$ cat src/rtl/frame_diff_bbox.sv
// Frame-difference motion mask and per-frame bounding box of moving pixels.
// Optional FRAME_DIFF_OVERLAY_EN adds post_y, the delayed luma with the latched box drawn in white.
module frame_diff_bbox #(
    parameter int IMG_W      = 640,
    parameter int IMG_H      = 480,
    parameter int MIN_PIXELS = 16
) (
    input  logic        clk,
    input  logic        rst,
    input  logic        pre_frame_vsync,
    input  logic        pre_frame_hsync,
    input  logic        pre_frame_de,
    input  logic [7:0]  cur_y,
    input  logic [7:0]  prev_y,
    input  logic [7:0]  threshold,
    output logic        post_frame_vsync,
    output logic        post_frame_hsync,
    output logic        post_frame_de,
    output logic        bin_pix,
    output logic [10:0] box_left,
    output logic [10:0] box_right,
    output logic [9:0]  box_top,
    output logic [9:0]  box_bottom,
    output logic        box_valid,
    output logic        box_update
`ifdef FRAME_DIFF_OVERLAY_EN
    ,
    output logic [7:0]  post_y
`endif
);

    localparam logic [10:0] X_MAX   = 11'(IMG_W - 1);
    localparam logic [9:0]  Y_MAX   = 10'(IMG_H - 1);
    localparam logic [19:0] CNT_MIN = 20'(MIN_PIXELS);

    // ---------------- input-stage coordinates ----------------
    logic        vs_d, de_d;
    logic [10:0] x_cnt;
    logic [9:0]  y_cnt;

    always_ff @(posedge clk) begin
        if (rst) begin
            vs_d  <= 1'b0;
            de_d  <= 1'b0;
            x_cnt <= '0;
            y_cnt <= '0;
        end else begin
            vs_d <= pre_frame_vsync;
            de_d <= pre_frame_de;
            if (pre_frame_de)
                x_cnt <= (x_cnt == X_MAX) ? x_cnt : x_cnt + 11'd1;
            else if (de_d)
                x_cnt <= '0;
            // vsync rise wins over a coincident end-of-line
            if (pre_frame_vsync && !vs_d)
                y_cnt <= '0;
            else if (de_d && !pre_frame_de)
                y_cnt <= (y_cnt == Y_MAX) ? y_cnt : y_cnt + 10'd1;
        end
    end

    // ---------------- S1: absolute difference ----------------
    logic [8:0] diff_raw;
    logic [7:0] diff_abs;

    always_comb begin
        diff_raw = {1'b0, cur_y} - {1'b0, prev_y};
        diff_abs = diff_raw[8] ? (~diff_raw[7:0] + 8'd1) : diff_raw[7:0];
    end

    logic [1:0]  vs_pipe, hs_pipe, vld_pipe;
    logic        vs_s3;
    logic [7:0]  diff_s1;
    logic [10:0] x_s1, x_s2;
    logic [9:0]  y_s1, y_s2;

    always_ff @(posedge clk) begin
        if (rst) begin
            vs_pipe  <= '0;
            hs_pipe  <= '0;
            vld_pipe <= '0;
            vs_s3    <= 1'b0;
            diff_s1  <= '0;
            x_s1     <= '0;
            y_s1     <= '0;
            x_s2     <= '0;
            y_s2     <= '0;
            bin_pix  <= 1'b0;
        end else begin
            vs_pipe  <= {vs_pipe[0], pre_frame_vsync};
            hs_pipe  <= {hs_pipe[0], pre_frame_hsync};
            vld_pipe <= {vld_pipe[0], pre_frame_de};
            vs_s3    <= vs_pipe[1];
            diff_s1  <= diff_abs;
            x_s1     <= x_cnt;
            y_s1     <= y_cnt;
            x_s2     <= x_s1;
            y_s2     <= y_s1;
            bin_pix  <= vld_pipe[0] && (diff_s1 > threshold);
        end
    end

    assign post_frame_vsync = vs_pipe[1];
    assign post_frame_hsync = hs_pipe[1];
    assign post_frame_de    = vld_pipe[1];

    // ---------------- S2: box accumulation ----------------
    logic        frame_close;
    logic [10:0] acc_l, acc_r;
    logic [9:0]  acc_t, acc_b;
    logic [19:0] acc_cnt;

    assign frame_close = vs_pipe[1] && !vs_s3;

    always_ff @(posedge clk) begin
        if (rst) begin
            acc_l      <= X_MAX;
            acc_r      <= '0;
            acc_t      <= Y_MAX;
            acc_b      <= '0;
            acc_cnt    <= '0;
            box_left   <= '0;
            box_right  <= '0;
            box_top    <= '0;
            box_bottom <= '0;
            box_valid  <= 1'b0;
            box_update <= 1'b0;
        end else begin
            box_update <= frame_close;
            if (frame_close) begin
                // a moving pixel coinciding with the close is dropped on purpose
                if (acc_cnt >= CNT_MIN) begin
                    box_left   <= acc_l;
                    box_right  <= acc_r;
                    box_top    <= acc_t;
                    box_bottom <= acc_b;
                    box_valid  <= 1'b1;
                end else begin
                    box_left   <= '0;
                    box_right  <= '0;
                    box_top    <= '0;
                    box_bottom <= '0;
                    box_valid  <= 1'b0;
                end
                acc_l   <= X_MAX;
                acc_r   <= '0;
                acc_t   <= Y_MAX;
                acc_b   <= '0;
                acc_cnt <= '0;
            end else if (bin_pix) begin
                if (x_s2 < acc_l) acc_l <= x_s2;
                if (x_s2 > acc_r) acc_r <= x_s2;
                if (y_s2 < acc_t) acc_t <= y_s2;
                if (y_s2 > acc_b) acc_b <= y_s2;
                if (acc_cnt != '1) acc_cnt <= acc_cnt + 20'd1;
            end
        end
    end

`ifdef FRAME_DIFF_OVERLAY_EN
    // ---------------- overlay ----------------
    logic [7:0] y_s1_luma, y_s2_luma;
    logic       on_vert, on_horz;

    always_ff @(posedge clk) begin
        if (rst) begin
            y_s1_luma <= '0;
            y_s2_luma <= '0;
        end else begin
            y_s1_luma <= cur_y;
            y_s2_luma <= y_s1_luma;
        end
    end

    always_comb begin
        on_vert = ((x_s2 == box_left) || (x_s2 == box_right)) &&
                  (y_s2 >= box_top) && (y_s2 <= box_bottom);
        on_horz = ((y_s2 == box_top) || (y_s2 == box_bottom)) &&
                  (x_s2 >= box_left) && (x_s2 <= box_right);
        post_y  = '0;
        if (post_frame_de)
            post_y = (box_valid && (on_vert || on_horz)) ? 8'd255 : y_s2_luma;
    end
`endif

endmodule

$ cat config.mk
export PLATFORM = sky130hd
export DESIGN_NAME = frame_diff_bbox
export DESIGN_NICKNAME = d
export VERILOG_FILES = /design/src/rtl/frame_diff_bbox.sv
export SDC_FILE = /design/constraint.sdc
export NUM_CORES = 1
export LEC_CHECK = 0
export CORE_MARGIN = 1
export CORE_UTILIZATION = 54
export CTS_BUF_LIST = sky130_fd_sc_hd__clkbuf_8
export DETAILED_ROUTE_END_ITERATION = 6
export PLACE_DENSITY = 0.78
export SETUP_SLACK_MARGIN = 0.05
export SYNTH_ARGS = -nofsm -noshare
export SYNTH_HDL_FRONTEND = slang
export SYNTH_SLANG_ARGS = --single-unit
$ cat constraint.sdc
create_clock -name clk -period 2.8 [get_ports clk]
set_input_delay 0.7 -clock clk [delete_from_list [all_inputs] [get_ports clk]]
set_output_delay 0.7 -clock clk [all_outputs]
set_load 0.03 [all_outputs]
==> results.tsv <==
metric	value	unit
path_cells	clkdlybuf4s50_1 -> inv_1 -> ha_1 -> inv_1 -> fa_2 -> a211oi_2 -> nor2_1 -> xor2_1 -> o41a_1 -> mux2_4	
synthCells	858	
final-hold-violation-count	0	
synth_nets	949	
synthArstFlopShare	0	%
first_pass_iters	5	
place_area	0.00917	mm^2
powerDensity	502	mW/mm^2
p_leak	4.14	nW
gr-total-overflow	0	
cp_slowest_cell	o41a_1	
hold_path.class	register to register	
end_kind	register	
setup_slack	151	ps
ant_nets	0	
die_h	125	um
cts_tree	yes	
relSlewSlack	55.6	%
finalCriticalPeriod	2650	ps
crit_type	input pin to register	
synthXorXnorAreaFrac	4.20	%
n_fill_cell	1198	
drc	0	
clk_pin_slew_worst_paths	90	ps
synth.avg_cell_area	9.47	um^2
crit_fanout	3	
post_cts_buffers	0	
synth-edff-count	0	
routedWlPerCell	12.9	um
clk_latency	450	ps
diodes	0	
worst-path-buf-inv	3	
pin_count	77	
maxCapViolations	0	
arrival	3000	ps
grt_setup_unrepaired	false	
final_area	0.00955	mm^2
cts_buffers	17	
ys_warn_count	0	
synth_ff_type	dfxtp_1	
cts-root-buf	clkbuf_8	
startpoint_type	input pin	
yosysSeqAreaShare	45.6	%
grt_pass1_vias	5504	
io_buffers	76	
path_delay_family	compound AO/OA/AOI/OAI gates	
synth-seq-cells	185	
fp.dieW	125	um
drive_gt1_share	7.11	%
synth-compound-area-share	12.2	%
htreeDepth	4	
coreArea	0.0146	mm^2
nNetsFinal	1035	
antenna_found_initial	0	
via_per_inst	5.23	
synth_simple_gate_area_share	17.9	%
crit_required	3150	ps
place_congestion	0.860	
cts_resized	0	
fmax	377	MHz
skew	8.72	ps
yosys.area_share.adder	9.64	%
instances_no_fill	1140	
start_util	55.7	%
hold_buffers	0	
routed_wl	14.7	mm
dp_cells	1109	
grt_pass1_wl	25.5	mm
path_common_cell	inv_1	
grt.total_usage	19.9	%
drv_slew	0	
synth_top_family_by_area	simple AND/OR/NAND/NOR gates	
via_count	5961	
place_ws	-424	ps
netlist_area	0.00813	mm^2
clockBufferDepth	2	
hold_ws	440	ps
irDropWorstVdd	0.000300	V
outcome	finished clean	
setup-violations-final	0	
synthMuxAreaShare	5.73	%
fin_crit_sh	94.6	%
grt_max_degree	91	
tightestPinTransition	664	ps
cts.sinks	185	
dieArea	0.0155	mm^2
ys_types	60	
rows	44	
drt_first_iter_violations	287	
hpwl	10.8	mm
area_growth	17.5	%
critical-path-max-stage-delay	430	ps
## path summary, 6_finish.rpt
kind | start | end | slack [ps] | depth (start not counted)
max reg2reg | acc_b[3] | acc_b[7] | 480 | 8
max | cur_y[0] | diff_s1[6] | 150 | 10
min | x_s1[0] | x_s2[0] | 440 | 1
min reg2reg | x_s1[0] | x_s2[0] | 440 | 1
## cells by family (layout without fill, tap and decap cells)
kind of cell | Yosys count | in the layout
compound gates | 130 | 130
xor+xnor | 39 | 39
fa+ha+maj | 62 | 62
buf+inv | 100 | 198
flops | 185 | 185
mux | 46 | 46
simple gates | 296 | 296
## cells in the final DEF (no fill, tap or decap), types with 3 or more instances in the layout
cell             count
a211oi_1             3
a21o_1              15
a21oi_1             24
a22o_1              42
a31oi_1              4
and2_1               3
and3_1               9
and4_1               3
buf_4               23
clkbuf_8            19
clkdlybuf4s50_1     75
clkinv_2             4
dfxtp_1            185
ha_1                61
inv_1               69
mux2i_1             45
nand2_1             73
nand2b_1             5
nand3_1             22
nand4_1             18
nor2_1              88
nor2b_1             55
nor4_1               4
o21a_1               3
o21ai_0              6
o21ai_1              9
o21bai_1             3
or3_1                3
xnor2_1             11
xor2_1              28
## registers in the layout (all words and copies together) (netlist names), 8 cells and up
register / cells
diff_s1: 8
y_s1: 10
acc_cnt: 20
acc_b: 10
box_right: 11
x_s2: 11
y_cnt: 10
x_s1: 11
acc_l: 11
box_top: 10
acc_r: 11
acc_t: 10
box_bottom: 10
x_cnt: 11
box_left: 11
y_s2: 10
## stage by stage
step                      total power [mW]  util [%]  TNS (ps)
final                                 4.80      65.5         0
after global routing                  5.02      65.5         0
after CTS                             4.85      65.4         0
after detailed placement              3.19      62.9     -2260
after global placement                3.18      62.9     -1990
after floorplan                       3.04         -         0
## area by class of cell
| class | instances | area [um^2] | area share, % |
|---|---|---|---|
| clock inverter | 12 | 111 | 1.17 |
| tap | 184 | 230 | 2.41 |
| sequential | 185 | 3700 | 38.8 |
| timing repair buffer | 100 | 948 | 9.93 |
| clock buffer | 19 | 262 | 2.74 |
| inverter | 67 | 251 | 2.63 |
| multi-input combinational | 573 | 4050 | 42.4 |
## routing by layer
layer	up-vias	wire (um)	track usage, %
met4	0	147	5.74
li1	3104	-	-
met3	11	818	5.58
met2	132	6380	30.9
met1	2714	7330	26.9
met5	-	0	0
## synthesized netlist by cell type, types with 9 or more instances
cell | n | area share [%]
mux2i_1 | 45 | 5.5
clkbuf_1 | 27 | 1.2
and3_1 | 9 | 0.69
nor2b_1 | 55 | 4.2
a21oi_1 | 24 | 1.5
a21o_1 | 15 | 1.4
inv_1 | 65 | 3.0
nand3_1 | 22 | 1.4
a22o_1 | 42 | 4.5
nand4_1 | 18 | 1.4
nor2_1 | 88 | 4.1
o21ai_1 | 9 | 0.55
xnor2_1 | 11 | 1.2
dfxtp_1 | 185 | 46
ha_1 | 61 | 9.4
nand2_1 | 73 | 3.4
xor2_1 | 28 | 3.0
## power breakdown
part	internal, mW	switching [mW]	leakage [nW]	total [mW]
clock network	0.817	0.854	0.206	1.67
registers	2.67	0.0227	1.50	2.69
logic	0.207	0.226	2.44	0.433
total	3.69	1.10	4.14	4.80
No activity file was read; power rests on OpenSTA's default activity.
